[src/rtl/fir_sched_pkg.sv]
// Shared types and helpers for the FIR channel scheduler.
package fir_sched_pkg;

  typedef enum logic [3:0] {
    S_IDLE    = 4'b0001,
    S_ISSUE   = 4'b0010,
    S_WAIT    = 4'b0100,
    S_DELIVER = 4'b1000
  } state_t;

  localparam int STATE_W = 4;

  function automatic int ch_width(input int num_ch);
    return (num_ch <= 2) ? 1 : $clog2(num_ch);
  endfunction

endpackage

[src/rtl/rr_arbiter.sv]
// Combinational round-robin arbiter: lowest-index requester at or after ptr, wrapping.
module rr_arbiter
  import fir_sched_pkg::*;
#(
  parameter int NUM_CH = 4,
  parameter int CH_W   = ch_width(NUM_CH)
) (
  input  logic [NUM_CH-1:0] req,
  input  logic [CH_W-1:0]   ptr,
  output logic [NUM_CH-1:0] grant,
  output logic [CH_W-1:0]   grant_idx,
  output logic              any_req
);

  int   idx;
  logic found;

  always_comb begin
    grant     = '0;
    grant_idx = '0;
    found     = 1'b0;
    idx       = 0;
    for (int i = 0; i < NUM_CH; i++) begin
      idx = int'(ptr) + i;
      if (idx >= NUM_CH) idx = idx - NUM_CH;
      if (!found && req[idx]) begin
        found      = 1'b1;
        grant[idx] = 1'b1;
        grant_idx  = idx[CH_W-1:0];
      end
    end
  end

  assign any_req = |req;

endmodule

[src/rtl/fir_channel_scheduler.sv]
// Shares one FIR MAC engine across NUM_CH sample streams with round-robin
// arbitration, tagged result delivery and an engine watchdog.
module fir_channel_scheduler
  import fir_sched_pkg::*;
#(
  parameter int DATA_WIDTH = 24,
  parameter int NUM_CH     = 4,
  parameter int TIMEOUT    = 1024,
  parameter int CH_W       = ch_width(NUM_CH)
) (
  input  logic                         i_clk,
  input  logic                         i_rst,
  input  logic                         i_en,
  input  logic [NUM_CH*DATA_WIDTH-1:0] iv_ch_din,
  input  logic [NUM_CH-1:0]            iv_ch_valid,
  output logic [NUM_CH-1:0]            ov_ch_ready,
  output logic [DATA_WIDTH-1:0]        ov_eng_din,
  output logic                         o_eng_din_valid,
  output logic [CH_W-1:0]              ov_eng_bank,
  input  logic                         i_eng_ready,
  input  logic [DATA_WIDTH-1:0]        iv_eng_dout,
  input  logic                         i_eng_dout_valid,
  output logic                         o_eng_ready,
  output logic [DATA_WIDTH-1:0]        ov_dout,
  output logic [CH_W-1:0]              ov_dout_ch,
  output logic                         o_dout_valid,
  input  logic                         i_dout_ready,
  output logic                         o_busy,
  output logic                         o_timeout_err,
  output logic [STATE_W-1:0]           ov_dbg_state
);

  // One extra bit so the count cannot wrap between an ack and the result.
  localparam int CNT_W = $clog2(TIMEOUT) + 1;

  state_t            state;
  logic [CH_W-1:0]   ptr;
  logic [CNT_W-1:0]  wd_cnt;
  logic [NUM_CH-1:0] grant;
  logic [CH_W-1:0]   grant_idx;
  logic              any_req;
  logic [CH_W-1:0]   ptr_next;
  logic              wd_expired;

  rr_arbiter #(
    .NUM_CH (NUM_CH),
    .CH_W   (CH_W)
  ) u_arb (
    .req       (iv_ch_valid),
    .ptr       (ptr),
    .grant     (grant),
    .grant_idx (grant_idx),
    .any_req   (any_req)
  );

  // Handshakes: a transfer happens on a clock edge where valid and ready are
  // both high; valid, once raised by this block, holds with its data until then.
  assign ov_ch_ready  = (state == S_IDLE && i_en && !i_rst) ? grant : '0;
  assign ptr_next     = (ov_eng_bank == CH_W'(NUM_CH - 1)) ? '0 : ov_eng_bank + 1'b1;
  assign wd_expired   = (wd_cnt >= CNT_W'(TIMEOUT - 1));
  assign ov_dbg_state = state;

  always_ff @(posedge i_clk) begin
    if (i_rst) begin
      state           <= S_IDLE;
      ptr             <= '0;
      wd_cnt          <= '0;
      ov_eng_din      <= '0;
      o_eng_din_valid <= 1'b0;
      ov_eng_bank     <= '0;
      o_eng_ready     <= 1'b0;
      ov_dout         <= '0;
      ov_dout_ch      <= '0;
      o_dout_valid    <= 1'b0;
      o_busy          <= 1'b0;
      o_timeout_err   <= 1'b0;
    end else if (i_en) begin
      o_eng_ready <= 1'b0;
      case (state)
        S_IDLE: begin
          if (any_req) begin
            ov_eng_din      <= iv_ch_din[grant_idx*DATA_WIDTH +: DATA_WIDTH];
            ov_eng_bank     <= grant_idx;
            o_eng_din_valid <= 1'b1;
            wd_cnt          <= '0;
            o_busy          <= 1'b1;
            state           <= S_ISSUE;
          end
        end
        S_ISSUE: begin
          // A result arriving alongside the ack is left for WAIT to capture.
          if (i_eng_ready) begin
            o_eng_din_valid <= 1'b0;
            wd_cnt          <= wd_cnt + 1'b1;
            state           <= S_WAIT;
          end else if (wd_expired) begin
            o_timeout_err   <= 1'b1;
            o_eng_din_valid <= 1'b0;
            ptr             <= ptr_next;
            o_busy          <= 1'b0;
            state           <= S_IDLE;
          end else begin
            wd_cnt <= wd_cnt + 1'b1;
          end
        end
        S_WAIT: begin
          if (i_eng_dout_valid) begin
            ov_dout      <= iv_eng_dout;
            ov_dout_ch   <= ov_eng_bank;
            o_eng_ready  <= 1'b1;
            o_dout_valid <= 1'b1;
            state        <= S_DELIVER;
          end else if (wd_expired) begin
            o_timeout_err <= 1'b1;
            ptr           <= ptr_next;
            o_busy        <= 1'b0;
            state         <= S_IDLE;
          end else begin
            wd_cnt <= wd_cnt + 1'b1;
          end
        end
        S_DELIVER: begin
          if (i_dout_ready) begin
            o_dout_valid <= 1'b0;
            ptr          <= ptr_next;
            o_busy       <= 1'b0;
            state        <= S_IDLE;
          end
        end
        default: begin
          o_busy <= 1'b0;
          state  <= S_IDLE;
        end
      endcase
    end
  end

endmodule

[config.mk]
export PLATFORM = sky130hd
export DESIGN_NAME = fir_channel_scheduler
export DESIGN_NICKNAME = d
export VERILOG_FILES = /design/src/rtl/fir_sched_pkg.sv /design/src/rtl/rr_arbiter.sv /design/src/rtl/fir_channel_scheduler.sv
export SDC_FILE = /design/constraint.sdc
export NUM_CORES = 1
export LEC_CHECK = 0
export ABC_AREA = 0
export BUFFER_PORTS_ARGS = -buffer_cell sky130_fd_sc_hd__buf_2
export CORE_MARGIN = 8
export CORE_UTILIZATION = 31
export CTS_CLUSTER_DIAMETER = 200
export DETAILED_ROUTE_END_ITERATION = 10
export SLEW_MARGIN = 40
export SYNTH_ARGS = -nofsm -noshare
export SYNTH_HDL_FRONTEND = slang
export SYNTH_HIERARCHICAL = 1
export SYNTH_SLANG_ARGS = --single-unit
export TNS_END_PERCENT = 20
[constraint.sdc]
create_clock -name i_clk -period 6.7 [get_ports i_clk]
set_input_delay 0.335 -clock i_clk [delete_from_list [all_inputs] [get_ports i_clk]]
set_output_delay 0.335 -clock i_clk [all_outputs]
set_load 0.05 [all_outputs]
==> impl_metrics.ini <==
[run_status]
status = finished, final reports clean

[cells_and_area]
layout.nets = 790
fin_util_pct = 42.4
layout-drive-gt1-share_pct = 41.1
layout_common_cells = buf_2, nand2_1, dfxtp_1
area.growth.synth_to_final_pct = 32.7
final_common_cell = buf_2
nFillCells = 1338
instances_no_fill = 830
multi_input_area_um2 = 2590
diodes = 0
regArea_um2 = 1480

[timing]
slew-limit-headroom_pct = 56.2
setup_viol = 0
tightest_slew_ns = 0.658
tns_ns = 0
hold_viol_final = 0
fmax_mhz = 273
clock_skew_ns = 0.00654
final-max-slew-violation-count = 0
period_share_pct = 54.7
rsz0062_at_grt = false
finalCriticalPeriod_ns = 3.66

[place]
place_hpwl_um = 10400
dpl.cell_count = 815
gp_congestion = 0.802
portBuffers = 194

[clock_network]
postCtsHoldBufs = 0
clk_pin_slew_ns = 0.06
clk_latency_ns = 0.33
cts_buffer_depth = 2
cts_tree = built
postCtsSetupRepairBufs = 0
cts_root_buffer = clkbuf_16
cts_made_buffers = 9
htree_levels = 3
clock-sinks = 74
ctsResizeCount = 0

[logic_synthesis]
synthArstFlopShare_pct = 0
ys_types = 64
dominantRegCellSynth = dfxtp_1
avgSynthCellArea_um2 = 9.01
synth_nets = 611
syn_area_um2 = 4250
ys_warn_count = 6
yosysSeqAreaShare_pct = 34.9
synth_cells = 471
synth-edff-count = 0
ys_ff_latch = 74

[grt]
grt_pass1_wl_um = 21600
antenna_found_initial = 0
grt_pass1_vias = 4408
overflow = 0
grt_max_degree = 79
grt_use_total_pct = 14.8

[die]
dieHeight_um = 133
die_width_um = 133
io-pin-count = 195
core_um2 = 13300
fp.dieArea_um2 = 17700
start_util_pct = 31.9
rows = 42

[route]
drt_iter0_drc = 290
routedWlPerCell_um = 15.9
vias_per_cell = 5.03
dr.pass1.iters = 4
drc = 0
dr_total_vias = 4172
wl_um = 13200
ant_nets = 0

[power]
power_w = 0.00119
vdd_ir_drop_max_uv = 103
p_int_w = 0.000839
power.share.clock_pct = 39.5
switching_share_pct = 29.5
combPwrFrac_pct = 20.9
p_sw_w = 0.000350
pwr-share-seq_pct = 39.5
p_per_area_nw_per_um2 = 211
p_leak_nw = 2.36

[setup_path]
cp.required_ns = 6.89
slowest_stage = dfxtp_1
cp-start-kind = register
crit_chain = inv_1, ha_1, mux4_2, nor2b_4, o21ai_0, o31ai_4, buf_4, mux4_2, nand2_1, a21oi_1
cp_data_arrival_time_ns = 3.85
endpoint_kind = register
path_max_fanout = 25
critPathKind = register to register
cpMostUsedCell = mux4_2
critPathMaxStageDelay_ns = 0.71

[worst_hold_path]
min_path_type = primary input to register

[job]
maxCapViolCount = 0
-- kinds of logic (layout without fill, tap and decap cells) --
family	count (synthesis)	count (layout)	synth area share [%]
AO/OA/AOI/OAI	121	121	19.0
multiplexers	34	34	16.4
flip-flops	74	74	34.9
AND/OR/NAND/NOR	189	189	21.8
buffers and inverters	42	225	4.74
adder cells (fa/ha/maj)	10	10	2.95
XOR/XNOR	1	1	0.206
-- power groups by stage --
stage	registers [W]	logic, W	clock network (W)
global route	0.000472	0.000269	0.000504
floorplan	0.000532	0.000119	0
detailed placement	0.000480	0.000252	0
global placement	0.000479	0.000246	0
CTS	0.000470	0.000252	0.000485
finish	0.000470	0.000249	0.000470
-- area by class of cell --
cell class | instances | share of cell area (%)
multi-input combinational | 355 | 45.9
sequential | 74 | 26.3
timing repair buffer | 200 | 18.1
clock buffer | 10 | 4.07
tap | 176 | 3.91
clock inverter | 5 | 1.00
inverter | 10 | 0.667
-- layer usage --
layer	global-route usage, %	share of wire, %
met2	26.1	51
met1	16.0	40
met3	5.64	8.4
met4	4.98	1.2
met5	0	0
-- cells in the mapped netlist (all sizes together) (4+ instances only) --
| master | n | area [um2] |
|---|---|---|
| nand3 | 7 | 47.6 |
| dfxtp | 74 | 1480 |
| nor2b | 4 | 32.5 |
| nand2b | 5 | 38.8 |
| nor3 | 8 | 62.6 |
| buf | 13 | 90.1 |
| clkbuf | 19 | 73.8 |
| inv | 10 | 37.5 |
| a22oi | 9 | 81.3 |
| o21ai | 12 | 63.8 |
| ha | 10 | 125 |
| nor2 | 24 | 105 |
| nand4 | 6 | 50.0 |
| nand2 | 115 | 434 |
| a21oi | 64 | 320 |
| a41oi | 4 | 35.0 |
| o31ai | 4 | 43.8 |
| nand3b | 4 | 30.0 |
| mux4 | 28 | 634 |
| and2 | 4 | 25.0 |
| a211oi | 10 | 100 |
-- sequential cells by signal, indices dropped and copies added (netlist names) --
name	cells
o_busy	1
ov_dout	24
o_eng_din_valid	1
ov_eng_bank	2
o_timeout_err	1
wd_cnt	11
ov_dout_ch	2
o_dout_valid	1
ov_dbg_state	4
o_eng_ready	1
ptr	2
ov_eng_din	24
-- per-stage QoR --
stage                     instance area (um2)  worst slack (ns)  hold slack (ns)
after floorplan                          4250              3.51            0.471
after global placement                   5300              3.03            0.438
after detailed placement                 5340              3.01            0.445
after CTS                                5630              3.00            0.221
after global routing                     5630              2.75            0.235
final                                    5630              3.04            0.237
-- final timing paths --
kind	startpoint	endpoint	slack, ns	cells past startpoint
min	iv_eng_dout[23]	ov_dout[23]	0.24	3
min reg2reg	ov_eng_din[10]	ov_eng_din[10]	0.45	2
max reg2reg	ptr[0]	ov_eng_din[1]	3.04	10
max	ptr[0]	ov_eng_din[1]	3.04	10
-- critical path, delay by kind of cell (launching register included) --
| kind | cells | cell delay, ns |
|---|---|---|
| DFF | 1 | 0.71 |
| and+or+nand+nor | 2 | 0.31 |
| muxes | 2 | 1.03 |
| buffers and inverters | 2 | 0.64 |
| adders and majority gates | 1 | 0.47 |
| AOI/OAI and AO/OA | 3 | 0.34 |
No activity file was read; power rests on OpenSTA's default activity.
